===== config.mk =====
export PLATFORM = sky130hd
export DESIGN_NAME = ctr_mod_updn
export DESIGN_NICKNAME = d
export VERILOG_FILES = /design/src/rtl/ctr_mod_updn.sv
export SDC_FILE = /design/constraint.sdc
export NUM_CORES = 1
export LEC_CHECK = 0
export ABC_AREA = 1
export CORE_MARGIN = 4
export CORE_UTILIZATION = 45
export DETAILED_ROUTE_END_ITERATION = 10
export GPL_ROUTABILITY_DRIVEN = 0
export PLACE_DENSITY = 0.77
export SLEW_MARGIN = 20
export SYNTH_ARGS = -nofsm -noshare
export SYNTH_HDL_FRONTEND = slang
export SYNTH_SLANG_ARGS = --single-unit

===== constraint.sdc =====
create_clock -name clk -period 1.65 [get_ports clk]
set_input_delay 0.33 -clock clk [delete_from_list [all_inputs] [get_ports clk]]
set_output_delay 0.33 -clock clk [all_outputs]
set_load 0.02 [all_outputs]

===== src/rtl/ctr_mod_updn.sv =====
// Modulo-N up/down counter with load, wrap or saturate at the bounds, carry pulse and sticky overflow.
// Latency: q/co/ovf update one clk after the request; tc is combinational from q and up. No backpressure.
module ctr_mod_updn #(
    parameter int WIDTH    = 8,
    parameter int MODULUS  = 256,
    parameter int SATURATE = 0
) (
    input  logic             clk,
    input  logic             rst,
    input  logic             clr,
    input  logic             ld,
    input  logic [WIDTH-1:0] d,
    input  logic             en,
    input  logic             up,
    input  logic             ovf_clr,
    output logic [WIDTH-1:0] q,
    output logic             co,
    output logic             tc,
    output logic             ovf
);

    if (WIDTH < 2 || MODULUS < 2 || longint'(MODULUS) > (longint'(1) << WIDTH)) begin : g_bad_param
        $error("ctr_mod_updn: need WIDTH >= 2 and 2 <= MODULUS <= 2**WIDTH");
    end

    localparam logic [WIDTH-1:0] QMAX = WIDTH'(MODULUS - 1);
    localparam logic [WIDTH:0]   ONE  = (WIDTH+1)'(1);

    logic [WIDTH-1:0] q_q, q_d;
    logic             co_q, co_d;
    logic             ovf_q, ovf_d;
    logic [WIDTH:0]   q_inc, q_dec;
    logic             at_top, at_bot;

    // One extra bit: an increment past QMAX or a borrow out of zero marks the boundary step.
    always_comb begin
        q_inc  = {1'b0, q_q} + ONE;
        q_dec  = {1'b0, q_q} - ONE;
        at_top = (q_inc > {1'b0, QMAX});
        at_bot = q_dec[WIDTH];
    end

    always_comb begin
        q_d   = q_q;
        co_d  = 1'b0;
        ovf_d = ovf_q;
        if (ovf_clr) begin
            ovf_d = 1'b0;
        end
        if (clr) begin
            q_d   = '0;
            ovf_d = 1'b0;
        end else if (ld) begin
            if (d > QMAX) begin
                q_d   = QMAX;
                ovf_d = 1'b1;
            end else begin
                q_d = d;
            end
        end else if (en) begin
            if (up) begin
                if (at_top) begin
                    q_d   = (SATURATE != 0) ? QMAX : '0;
                    co_d  = 1'b1;
                    ovf_d = 1'b1;
                end else begin
                    q_d = q_inc[WIDTH-1:0];
                end
            end else begin
                if (at_bot) begin
                    q_d   = (SATURATE != 0) ? '0 : QMAX;
                    co_d  = 1'b1;
                    ovf_d = 1'b1;
                end else begin
                    q_d = q_dec[WIDTH-1:0];
                end
            end
        end
    end

    always_ff @(posedge clk or posedge rst) begin
        if (rst) begin
            q_q   <= '0;
            co_q  <= 1'b0;
            ovf_q <= 1'b0;
        end else begin
            q_q   <= q_d;
            co_q  <= co_d;
            ovf_q <= ovf_d;
        end
    end

    assign q   = q_q;
    assign co  = co_q;
    assign ovf = ovf_q;
    assign tc  = up ? (q_q == QMAX) : (q_q == '0);

endmodule


==> results of run 1 <==
-- worst max-delay path, cell delays in order, from the launching register on --
cell,delay [ns]
dfrtp_2,0.42
buf_6,0.14
inv_6,0.06
buf_6,0.11
ha_2,0.19
nand2_2,0.09
inv_2,0.11
nor2_1,0.06
o21ai_0,0.28
nand3_2,0.15
nand2_2,0.11
nand2_2,0.06
nand2_1,0.05
-- placed cells by master, fill, tap and decap left out, types with 3 or more instances in the layout --
cell,netlist,final
buf_4,2,39
buf_6,1,3
clkbuf_4,0,3
clkdlybuf4s50_1,0,16
dfrtp_1,10,7
dfrtp_2,0,3
dlygate4sd2_1,0,8
inv_1,19,16
inv_2,1,3
nand2_1,72,60
nand2_2,6,18
nand3_1,26,21
nand3_2,3,8
nand4_1,3,3
nor2_1,17,15
nor2_4,2,4
o21ai_0,5,4
-- cell usage after synthesis --
cell       n  share of area, %
nand2_1   72                24
nand3_1   26                11
inv_1     19               6.3
nor2_1    17               5.6
dfrtp_1   10                22
nand2_2    6               3.3
ha_1       5               5.5
o21ai_0    5               2.2
nand3_2    3               2.7
nand4_1    3               1.7
buf_4      2               1.3
clkinv_1   2              0.66
nor2_2     2               1.1
nor2_4     2               2.0
nor3_1     2              0.88
o21ai_2    2               1.5
xor2_1     2               1.5
a21oi_1    1              0.44
buf_2      1              0.44
buf_6      1              0.99
clkbuf_1   1              0.33
inv_2      1              0.33
nand3_4    1               1.5
nand3b_1   1              0.66
o21a_1     1              0.66
xnor2_1    1              0.77
-- worst paths after layout --
kind / start / to / slack [ns] / cells past startpoint
min reg2reg: ovf$_DFF_PP0_ / ovf$_DFF_PP0_ / 0.54 / 2
min: rst / q[4]$_DFFE_PP0P_ / 0.33 / 2
min in group clk: ovf$_DFF_PP0_ / ovf$_DFF_PP0_ / 0.54 / 2
max reg2reg: q[0]$_DFFE_PP0P_ / q[4]$_DFFE_PP0P_ / -0.23 / 12
max in group asynchronous: rst / q[3]$_DFFE_PP0P_ / 1.02 / 2
max: q[0]$_DFFE_PP0P_ / q[4]$_DFFE_PP0P_ / -0.23 / 12
-- what timing repair did --
action	4_1_cts	5_1_grt
endpoints found under the setup margin	19	11
gates cloned	1	0
pin swaps	16	19
buffers inserted	1	3
gates resized for setup	29	18
hold endpoints to repair	0	0
-- flip-flops by register name (all words and copies together), names as in the netlist --
register,cells
q,8
co,1
ovf,1
-- area by class of cell --
class | instances | share of cell area (%)
clock buffers | 4 | 1.954
inverters | 22 | 4.717
multi-input cells | 153 | 47.78
flip-flops and latches | 10 | 13.68
well taps | 28 | 1.887
repair buffers | 66 | 29.99
-- where the power goes --
group	internal (mW)	total [mW]	switching (mW)
clock network	0.134	0.230	0.0954
logic	0.260	0.578	0.318
registers	0.264	0.286	0.0224
-- layer usage --
metal,share of wire [%],vias to the layer above,wire length [um],GRT usage (%)
li1,-,733,-,-
met4,5.3,0,227,7.616
met3,5.7,23,245,2.227
met2,51,86,2171,43.71
met1,38,729,1620,25.61
met5,0,-,0,0
-- logic make-up after synthesis --
group,after synthesis
and+or+nand+nor,135
DFF,10
xor gates and xnor gates,3
adders and majority gates,5
AOI/OAI and AO/OA,9
buffers and inverters,27
-- per-stage QoR --
stage                     std cells  util, %  instance area (um^2)  hold WS [ns]  setup TNS [ns]
after floorplan                 189        -                  1150        0.1700        -0.09801
after global placement          275    73.37                  1685        0.5043          -3.164
after detailed placement        275    73.37                  1685        0.4977          -3.687
after CTS                       281    77.83                  1788        0.3496          -1.259
after global routing            283    80.83                  1857        0.3657          -2.928
final                           283    80.83                  1857        0.3270          -1.859
==> reports/qor.yml, run 1 <==
drt:
  vias: 1571
  drcViolationCount: 0
  routed_wirelength_um: 4265
  vias_per_cell: 5.551
  antenna_left: 0
  wire_per_inst_um: 15.07
  first_pass_iters: 4
  drtIter0Drc: 91
power:
  irDropWorstVdd_uv: 540.7
  power.total_mw: 1.094
  p_leak_nw: 1.009
  powerDensity_nw_per_um2: 589.4
synth:
  ys_ff_latch: 10
  synth-compound-area-share_pct: 4.862
  synthAdderAreaFrac_pct: 5.525
  synth_fp_nets: 209
  yosys-mux-area-fraction_pct: 0
  synth.distinct_cells: 26
  synth-simple-area-share_pct: 54.81
  netlist_instances: 189
  yosysWarnings: 0
  synth-seq-area-share_pct: 22.10
  synth_top_family_by_area: "simple AND/OR/NAND/NOR gates"
  syn_area_um2: 1132
  synth_xor_area_share_pct: 2.320
  syn_area_per_cell_um2: 5.991
global_route:
  grt_pass1_vias: 1399
  overflow: 0
  grt_pass1_wl_um: 6044
  antenna_found_initial: 0
  grt_start_max_net_pins: 12
  grtUsageTotal_pct: 22.70
setup_path:
  required_ns: 1.87
  cp-start-kind: "flop"
  endpoint_kind: "flop"
  crit_fanout: 4
  worstSetupPathType: "reg2reg"
  worstPathArrival_ns: 2.10
timing:
  hold_viol: 0
  skew_ns: 0.004185
  max_clock_freq_mhz: 531.4
  min_period_ns: 1.882
  finalSetupViolCount: 11
  drv_slew: 0
  rsz0062_at_grt: "yes"
  max_slew_margin_pct: 74.13
  tightestPinTransition_ns: 0.3876
  post-route-period-util_pct: 114.0
  setup_slack_ns: -0.2316
min_path:
  hp-class: "in2async"
layout:
  seq_area_um2: 254.0
  syn2layout_area_growth_pct: 63.98
  antenna_cells: 0
  fin_nets: 276
  drive_gt1_share_pct: 36.86
  fill_cells: 140
  multi_input_area_um2: 887.1
clocking:
  numClockSinks: 10
  htree_levels: 1
  cts.root.buffer_cell: "clkbuf_4"
  clk_pin_slew_ns: 0.07
  holdBufCountCts: 0
  numCtsBuffers: 3
  cts.path.max_buffers: 2
  cts_tree: "done"
  clock_latency_ns: 0.27
floorplanning:
  boundaryPins: 26
  dieArea_um2: 3383
  fp-row-count: 17
  initial_utilization_pct: 49.29
  fp.coreArea_um2: 2297
  die_y_um: 58.16
  die_x_um: 58.16
flow_run:
  drv_cap: 0
outcome:
  violations: "negative setup slack"
  outcome: "complete, but fails checks"
placement:
  hpwl_um: 2765
  dpl_worst_slack_ns: -0.5527
  io_buffers: 25
(Power assumes the default switching activity.)
==> run 2: changes to the inputs <==
- PLACE_DENSITY: 0.77 -> 0.76
==> reports/qor.yml, run 2 (synthesis results as in run 1) <==
setup_path:
  crit_path_start: "q[0]$_DFFE_PP0P_"
  endpoint_kind: "flop"
  worstPathBufferInverterCount: 3  # -1
  worstPathArrival_ns: 1.97  # -0.13 ns
  crit_fanout: 5  # +1
  cp-start-kind: "flop"
  required_ns: 1.81  # -0.06 ns
  cpPeakStageDelay_ns: 0.38  # -0.04 ns
  cp_top_family: "simple AND/OR/NAND/NOR gates"
  rr_startpoint: "q[0]$_DFFE_PP0P_"
  cp_cell_sequence: "buf_6 > inv_6 > ha_4 > nand2_2 > inv_1 > nand2_1 > nor2_1 > nand2_1 > nor2_4 > nand3_4 > nand3_2 > nand2_1 > nand2_1 > nand2_1"
  crit_slowest_cell: "dfrtp_2"
  path_common_cell: "nand2_1"
  worstSetupPathType: "reg2reg"
placement:
  io_buffers: 25  # unchanged
  hpwl_um: 2901  # +4.9%
  dpl_worst_slack_ns: -0.5321  # +0.02068 ns
  dp_cells: 273  # -0.73%
layout:
  drive_gt1_share_pct: 31.47  # -5.4 points
  fill_cells: 159  # +14%
  largest_reg_flops: 8  # unchanged
  multi_input_area_um2: 869.6  # -2.0%
  syn2layout_area_growth_pct: 59.34
  final_common_cell: "nand2_1"
  antenna_cells: 0  # unchanged
  final_util_pct: 78.54  # -2.3 points
  stdcell_count: 279  # -1.4%
  seq_area_um2: 252.7  # -0.49%
  mostFrequentLayoutCells: "67 x nand2_1, 36 x buf_4, 21 x nand3_1"
  fin_nets: 272  # -1.4%
timing:
  min_period_ns: 1.817  # -0.06513 ns
  hold_viol: 0  # unchanged
  skew_ns: 0.004520  # +0.0003350 ns
  finalSetupViolCount: 11  # unchanged
  drv_slew: 0  # unchanged
  rsz0062_at_grt: "yes"
  tightestPinTransition_ns: 0.3930  # +0.005386 ns
  max_clock_freq_mhz: 550.5  # +3.6%
  setup_slack_ns: -0.1665  # +0.06513 ns
  max_slew_margin_pct: 73.77  # -0.36 points
  post-route-period-util_pct: 110.1  # -3.9 points
clocking:
  holdBufCountCts: 0  # unchanged
  numClockSinks: 10  # unchanged
  cts.root.buffer_cell: "clkbuf_4"
  clk_pin_slew_ns: 0.07  # about the same
  clock_latency_ns: 0.27  # about the same
  htree_levels: 1  # unchanged
  cts_tree: "done"
  cts.path.max_buffers: 2  # unchanged
  numCtsBuffers: 3  # unchanged
global_route:
  antenna_found_initial: 0  # unchanged
  grt_pass1_wl_um: 6223  # +3.0%
  overflow: 0  # unchanged
  grtUsageTotal_pct: 23.58  # +0.88 points
  grt_start_max_net_pins: 12  # unchanged
  grt_pass1_vias: 1438  # +2.8%
drt:
  drtIter0Drc: 87  # -4.4%
  vias_per_cell: 5.251  # -5.4%
  drcViolationCount: 0  # unchanged
  antenna_left: 0  # unchanged
  first_pass_iters: 4  # unchanged
  wire_per_inst_um: 13.22  # -12%
  routed_wirelength_um: 3689  # -14%
  vias: 1465  # -6.7%
floorplanning:
  fp.coreArea_um2: 2297  # unchanged
  dieArea_um2: 3383  # unchanged
  die_x_um: 58.16  # unchanged
  boundaryPins: 26  # unchanged
  die_y_um: 58.16  # unchanged
  initial_utilization_pct: 49.29  # unchanged
  fp-row-count: 17  # unchanged
min_path:
  hp-class: "in2async"
outcome:
  outcome: "complete, but fails checks"
  violations: "negative setup slack"
power:
  irDropWorstVdd_uv: 726.9  # +34%
  p_leak_nw: 0.9992  # -1.0%
  powerDensity_nw_per_um2: 585.2  # -0.72%
flow_run:
  drv_cap: 0  # unchanged
-- run 2: cell types whose count changed in the layout (fill, tap and decap cells not counted), sizes merged --
cell / delta
buf: -4
-- run 2: metrics by stage --
step / hold slack, ns / instance area (um^2) / total power [mW] / setup TNS (ns)
after floorplan: 0.1700 / 1150 / 0.5637 / -0.09801
after global placement: 0.5005 / 1670 / 0.7749 / -3.253
after detailed placement: 0.4991 / 1670 / 0.7978 / -3.405
after CTS: 0.3588 / 1777 / 1.037 / -1.064
after global routing: 0.3712 / 1804 / 1.129 / -2.397
final: 0.3471 / 1804 / 1.056 / -1.261
-- run 2: per-layer routing --
metal	wire, um	up-vias	global-route usage (%)
met5	0	-	0
met4	95	0	9.934
met3	236	11	2.004
met2	1854	64	43.06
met1	1502	669	27.90
li1	-	721	-
-- run 2: what timing repair did --
action,CTS,global route
pin swaps,8,5
gates resized for setup,29,8
setup endpoints to repair,19,11
cloned,1,0
setup buffers,1,0
-- run 2: power breakdown --
group / internal, mW / total, mW / switching [mW]
logic: 0.251 / 0.548 / 0.296
registers: 0.264 / 0.284 / 0.0200
clock network: 0.134 / 0.225 / 0.0903
total: 0.649 / 1.06 / 0.407
-- run 2: worst paths after layout --
check                              endpoint  slack (ns)  cells after the start
max in group asynchronous  q[1]$_DFFE_PP0P_        1.00                      2
setup / recovery           q[1]$_DFFE_PP0P_       -0.17                     14
hold / removal                ovf$_DFF_PP0_        0.35                      2
hold reg to reg               ovf$_DFF_PP0_        0.52                      2
setup reg to reg           q[1]$_DFFE_PP0P_       -0.17                     14
min in group clk              ovf$_DFF_PP0_        0.52                      2
-- run 2: area by class of cell --
cell class	instances	area share [%]
clock buffers	4	2.011
inverters	22	4.854
multi-input cells	153	48.20
flip-flops and latches	10	14.01
well taps	28	1.942
repair buffers	62	28.99
==> run 3: changes to the inputs <==
- CORE_UTILIZATION: 45 -> 35
- PLACE_DENSITY: 0.76 -> 0.62
==> reports/qor.yml, run 3 (synthesis results as in run 1) <==
global_route:
  overflow: 0  # unchanged
  grt_pass1_wl_um: 5685  # -8.6%
  antenna_found_initial: 0  # unchanged
  grt_start_max_net_pins: 12  # unchanged
  grtUsageTotal_pct: 16.87  # -6.7 points
  grt_pass1_vias: 1322  # -8.1%
placement:
  io_buffers: 25  # unchanged
  hpwl_um: 2648  # -8.7%
  placed_cell_area_um2: 1763  # +5.5%
outcome:
  violations: "negative setup slack"
  outcome: "complete, but fails checks"
floorplanning:
  dieArea_um2: 4209  # +24%
  die_x_um: 64.88  # +12%
  boundaryPins: 26  # unchanged
  die_y_um: 64.88  # +12%
  fp-row-count: 20  # +3
  initial_utilization_pct: 36.79  # -13 points
  fp.coreArea_um2: 3078  # +34%
timing:
  tightestPinTransition_ns: 0.3977  # +0.004675 ns
  setup_slack_ns: -0.1437  # +0.02279 ns
  min_period_ns: 1.794  # -0.02279 ns
  post-route-period-util_pct: 108.7  # -1.4 points
  max_clock_freq_mhz: 557.5  # +1.3%
  rsz0062_at_grt: "yes"
  skew_ns: 0.002037  # -0.002483 ns
  max_slew_margin_pct: 73.46  # -0.31 points
  hold_viol: 0  # unchanged
  setup_tns_ns: -1.178  # +0.08321 ns
  finalSetupViolCount: 11  # unchanged
  drv_slew: 0  # unchanged
power:
  powerDensity_nw_per_um2: 552.9  # -5.5%
  p_leak_nw: 1.060  # +6.1%
  irDropWorstVdd_uv: 340.3  # -53%
clocking:
  htree_levels: 1  # unchanged
  numCtsBuffers: 3  # unchanged
  cts.root.buffer_cell: "clkbuf_4"
  holdBufCountCts: 0  # unchanged
  cts_tree: "done"
  cts.path.max_buffers: 2  # unchanged
  clk_pin_slew_ns: 0.07  # about the same
  clock_latency_ns: 0.26  # about the same
  numClockSinks: 10  # unchanged
setup_path:
  worstSetupPathType: "reg2reg"
  endpoint_kind: "flop"
  required_ns: 1.81  # about the same
  worstPathArrival_ns: 1.95  # -0.02 ns
  cp-start-kind: "flop"
  crit_fanout: 5  # unchanged
layout:
  largest_reg_flops: 8  # unchanged
  mostFrequentLayoutCells: "68 x nand2_1, 47 x buf_4, 20 x nand3_1"
  drive_gt1_share_pct: 34.98  # +3.5 points
  final_common_cell: "nand2_1"
  final_cell_area_um2: 1924  # +6.7%
  final_util_pct: 62.52  # -16 points
  antenna_cells: 0  # unchanged
  syn2layout_area_growth_pct: 69.95
  fin_nets: 284  # +4.4%
flow_run:
  drv_cap: 0  # unchanged
drt:
  drtIter0Drc: 77  # -11%
  vias: 1399  # -4.5%
  drcViolationCount: 0  # unchanged
  wire_per_inst_um: 10.76  # -19%
  first_pass_iters: 4  # unchanged
  vias_per_cell: 4.557  # -13%
  routed_wirelength_um: 3304  # -10%
  antenna_left: 0  # unchanged
min_path:
  hp-class: "in2async"
-- run 3: layout make-up --
type | instances | area, um^2
Clock buffer | 4 | 36.28
Multi-Input combinational cell | 153 | 867.1
Timing Repair Buffer | 74 | 625.6
Fill cell | 317 | 1154
Inverter | 22 | 87.58
Tap cell | 44 | 55.05
Sequential cell | 10 | 252.7
-- run 3: through the flow --
step	power (mW)	setup slack, ns	cells	hold WS [ns]
2_1_floorplan	0.5637	-0.01721	189	0.1700
5_1_grt	1.151	-0.3059	307	0.3768
3_5_place_dp	0.8212	-0.5023	297	0.4968
4_1_cts	1.057	-0.1573	303	0.3553
6_report	1.064	-0.1437	307	0.3475
3_3_place_gp	0.8165	-0.4924	297	0.5023
-- run 3: where the power goes --
group          switching (mW)  internal (mW)
Combinational           0.284          0.283
Clock                  0.0819          0.134
Sequential             0.0170          0.264
-- run 3: worst paths after layout --
| kind | startpoint | endpoint | slack [ns] | cells after the start |
|---|---|---|---|---|
| min reg2reg | ovf$_DFF_PP0_ | ovf$_DFF_PP0_ | 0.52 | 2 |
| min | rst | q[6]$_DFFE_PP0P_ | 0.35 | 2 |
| min in group clk | ovf$_DFF_PP0_ | ovf$_DFF_PP0_ | 0.52 | 2 |
| max reg2reg | q[0]$_DFFE_PP0P_ | q[3]$_DFFE_PP0P_ | -0.14 | 14 |
| max | q[0]$_DFFE_PP0P_ | q[3]$_DFFE_PP0P_ | -0.14 | 14 |
| max in group asynchronous | rst | q[1]$_DFFE_PP0P_ | 1.00 | 2 |
-- run 3: worst max-delay path: stages, from the launching register on --
cell and delay (ns):
dfrtp_2 0.39, buf_6 0.11, inv_6 0.04, buf_12 0.11, ha_4 0.14, nor2_2 0.08, nand2_1 0.05, nor2_1 0.10
nand2_1 0.09, nor2_4 0.19, nand3_4 0.14, nand3_2 0.08, nand2_1 0.06, nand2_2 0.06, nand2_1 0.05
-- run 3: timing repair --
action	CTS	global route
setup buffers	1	4
endpoints found under the hold margin	0	0
pin swaps	13	17
setup endpoints to repair	19	11
resized for setup	30	6
gates cloned	1	0
-- run 3: layer usage --
| metal | global-route usage (%) | share of wire, % |
|---|---|---|
| met1 | 22.09 | 48 |
| met2 | 30.27 | 49 |
| met3 | 0.6932 | 2.8 |
| met4 | 3.958 | 0.27 |
| met5 | 0 | 0 |
==> edit 1, RTL diff (config.mk and constraints of run 3) <==
Remove the register `co_q`: a continuous assignment takes its place, so the output `co` follows one clock earlier.
--- a/src/rtl/ctr_mod_updn.sv
+++ b/src/rtl/ctr_mod_updn.sv
@@ -81,14 +81,14 @@
     always_ff @(posedge clk or posedge rst) begin
         if (rst) begin
             q_q   <= '0;
-            co_q  <= 1'b0;
             ovf_q <= 1'b0;
         end else begin
             q_q   <= q_d;
-            co_q  <= co_d;
             ovf_q <= ovf_d;
         end
     end
+
+    assign co_q = co_d;
 
     assign q   = q_q;
     assign co  = co_q;
Behaviour: not the same (a bounded check fails within 4 cycles, from zero or initial values and one cycle with rst high).
==> edit 1 against run 3 <==
  * The flow still finishes with violations (negative setup slack)
  * Final area shrank 4.1%
  * Routed wire length grew 3.2%
  * Total power shrank 7.4%
  * Setup slack lost 390 ps
  * Synthesized cell count grew 1.6%
  * Die area shrank 0.78%
  * Sequential cell count shrank 1
  * Global-route usage grew 1.1 points
  * Non-clock buffer count shrank 7
  * Area after synthesis shrank 0.88%
  * Largest power group unchanged
==> edit 1: results (changes against run 3) <==
timing.final.ws_setup_ps: -529  # -385 ps
p_seq_share_pct: 27.7  # +1.3 points
critPathMaxFanout: 5  # unchanged
avgViaCountPerCell: 4.64  # +1.8%
fin_nets: 280  # -1.4%
drt_iter0_drc: 43  # -44%
synth-compound-area-share_pct: 5.02  # +0.15 points
topRoutingLayerUsed: "met4"
drive_above_1_share_pct: 36.7  # +1.7 points
use_met2_pct: 32.3  # +2.1 points
grt_max_degree: 11  # -1
ir_worst_vdd_uv: 322  # -5.3%
p_seq_mw: 0.273  # -3%
avgSynthCellArea_sq_um: 5.85  # -2.4%
dp.cells: 294  # -1.0%
drt-met1-wl_um: 1500  # -6.0%
fin_tns_setup_ps: -2600  # -1420 ps
synth_xor_area_share_pct: 1.56  # -0.76 points
grt_pass1_wl_um: 5910  # +3.9%
failed_checks: "negative setup slack"
routed-wl-met3_um: 134  # +44%
ys_seq_area_share_pct: 20.1  # -2.0 points
synth_commonest_cells: "79 x nand2_1, 29 x nand3_1, 19 x inv_1, 9 x dfrtp_1, 8 x nor2_1"
use_met3_pct: 1.91  # +1.2 points
cp-endpoint: "co"
finClkSkew_ps: 1.90  # -0.135 ps
drt_first_pass_iters: 5  # +1
status: "finished, violations left"
p_int_mw: 0.589  # -13%
setup_viol: 11  # unchanged
r2r_setup_slack_ps: -240  # -100 ps
fillers: 307  # -3.2%
synthAdderAreaFrac_pct: 5.57  # +0.049 points
synth_nets: 212  # +1.4%
groute.usage.overall_pct: 17.9  # +1.1 points
stdcell_count: 303  # -1.3%
grt_pass1_vias: 1404  # +6.2%
dp_slack_ps: -784  # -282 ps
p_leak_nw: 1.05  # -1.0%
max_stage_delay_ps: 450  # +60 ps
comb_power_mw: 0.528  # -6.9%
timing.rr.end: "q[0]"
synth.area.top_cells: "nand2_1 26%, dfrtp_1 20%, nand3_1 13%"
met1_usage_pct: 20.5  # -1.6 points
arrival_ps: 1850  # -100 ps
dp_hpwl_um: 2570  # -3.1%
## edit 1: changes by cell type after synthesis, moves of 3 or more
cell / before / now
nand2_1: 72 / 79
nand2_2: 6 / 1
nor2_1: 17 / 8
nand3_1: 26 / 29
## edit 1: cells by family after synthesis
| family | count (synthesis) |
|---|---|
| AO/OA/AOI/OAI | 10 |
| XOR/XNOR | 2 |
| adder cells (fa/ha/maj) | 5 |
| buffers and inverters | 32 |
| flip-flops | 9 |
| AND/OR/NAND/NOR | 134 |
## edit 1: area by class of cell
| cell class | count | area (sq um) | share of cell area, % |
|---|---|---|---|
| clock buffer | 4 | 26.3 | 1.42 |
| inverter | 28 | 113 | 6.10 |
| multi-input combinational | 151 | 863 | 46.8 |
| sequential | 9 | 233 | 12.6 |
| tap | 44 | 55.1 | 2.98 |
| timing repair buffer | 67 | 556 | 30.1 |
## edit 1: repair_timing
item / CTS / global route
setup buffers: 6 / 3
pin swaps: 9 / 7
resized for setup: 39 / 13
endpoints found under the setup margin: 19 / 13
==> edit 2, RTL diff (flow settings as in run 3) <==
Without the edit above. Change the parameter `WIDTH` from 8 to 12.
--- a/src/rtl/ctr_mod_updn.sv
+++ b/src/rtl/ctr_mod_updn.sv
@@ -1,7 +1,7 @@
 // Modulo-N up/down counter with load, wrap or saturate at the bounds, carry pulse and sticky overflow.
 // Latency: q/co/ovf update one clk after the request; tc is combinational from q and up. No backpressure.
 module ctr_mod_updn #(
-    parameter int WIDTH    = 8,
+    parameter int WIDTH    = 12,
     parameter int MODULUS  = 256,
     parameter int SATURATE = 0
 ) (
Ports: changed (resized d and q); port bits go from 26 to 34. No check against the original RTL was run, so the function may have changed too.
==> edit 2 against run 3 <==
  * The flow still finishes with violations (negative setup slack)
  * Final area grew 33%
  * Setup slack lost 71 ps
  * Area after synthesis is 30% higher
  * Largest power group unchanged
  * Total power increased by 36%
  * Core utilization grew 0.80 points
  * Routed wire length is 51% higher
  * Die area grew 26%
  * Clock skew is 3.8 ps higher
  * Critical path depth is 1 higher
  * Sequential cell count is 4 higher
==> edit 2: results (changes against run 3) <==
grt_max_degree: 20  # +8
timing.final.ws_setup_ps: -215  # -70.9 ps
drt_iter0_drc: 94  # +22%
wire_per_inst_um: 12.9  # +20%
inverters_excl_clock: 33  # +50%
cts_root_buffer: "clkbuf_8"
groute.usage.overall_pct: 19.4  # +2.6 points
synth_commonest_cells: "89 x nand2_1, 28 x inv_1, 27 x nor2_1, 14 x dfrtp_1, 12 x nand3_1"
multiInputGateArea_sq_mm: 0.00115  # +32%
dp_hpwl_um: 3570  # +35%
stdcell_count: 386  # +26%
setup.worst_path.start: "q[1]"
p_leak_nw: 1.33  # +26%
postPlaceCellArea_sq_mm: 0.00225  # +28%
finClkSkew_ps: 5.88  # +3.84 ps
dp.cells: 371  # +25%
drive_above_1_share_pct: 35.4  # +0.44 points
synth_nets: 266  # +27%
avgSynthCellArea_sq_um: 6.06  # +1.2%
wl_met2_um: 2480  # +54%
synth-seq-cells: 14  # +4
failed_checks: "negative setup slack"
fin_nets: 360  # +27%
clk_share_pct: 1.77  # -0.12 points
buffers: 93  # +26%
synth.area.top_cells: "dfrtp_1 24%, nand2_1 23%, inv_1 7.1%"
setup_viol: 14  # +3
use_met3_pct: 1.65  # +0.96 points
areaGrowthSynthToFinish_pct: 73.2
nonClkBufAreaFrac_pct: 31.7  # -0.78 points
drt-met1-wl_um: 2270  # +42%
status: "finished, violations left"
register_area_sq_um: 354  # +40%
worstSkewPairLatency_ps: 240  # -20 ps
largest_reg_flops: 12  # +4
final_core_util_pct: 63.3  # +0.80 points
use_met2_pct: 33.7  # +3.4 points
hold_slack_ps: 390  # +42.3 ps
via_count: 1834  # +31%
io_buffers: 33  # +32%
ir_worst_vdd_uv: 445  # +31%
fin_tns_setup_ps: -2030  # -848 ps
[edit 2: logic make-up after synthesis]
logic type,after synthesis,synth area share [%]
AOI/OAI and AO/OA,26,9.86
xor gates and xnor gates,11,6.54
adders and majority gates,4,3.40
buffers and inverters,38,11.0
DFF,14,23.8
muxes,1,0.680
and+or+nand+nor,149,44.8
[edit 2: report_power, final]
group	internal, mW	switching, mW	total, mW
Combinational	0.368	0.380	0.748
Sequential	0.369	0.0316	0.401
Clock	0.171	0.124	0.295
[edit 2: what timing repair did]
| action | CTS | global route |
|---|---|---|
| resized for setup | 40 | 33 |
| buffers inserted | 7 | 3 |
| hold buffers | 0 | 0 |
| hold endpoints to repair | 0 | 0 |
| pin swaps | 11 | 24 |
| gates cloned | 0 | 1 |
| endpoints found under the setup margin | 26 | 16 |
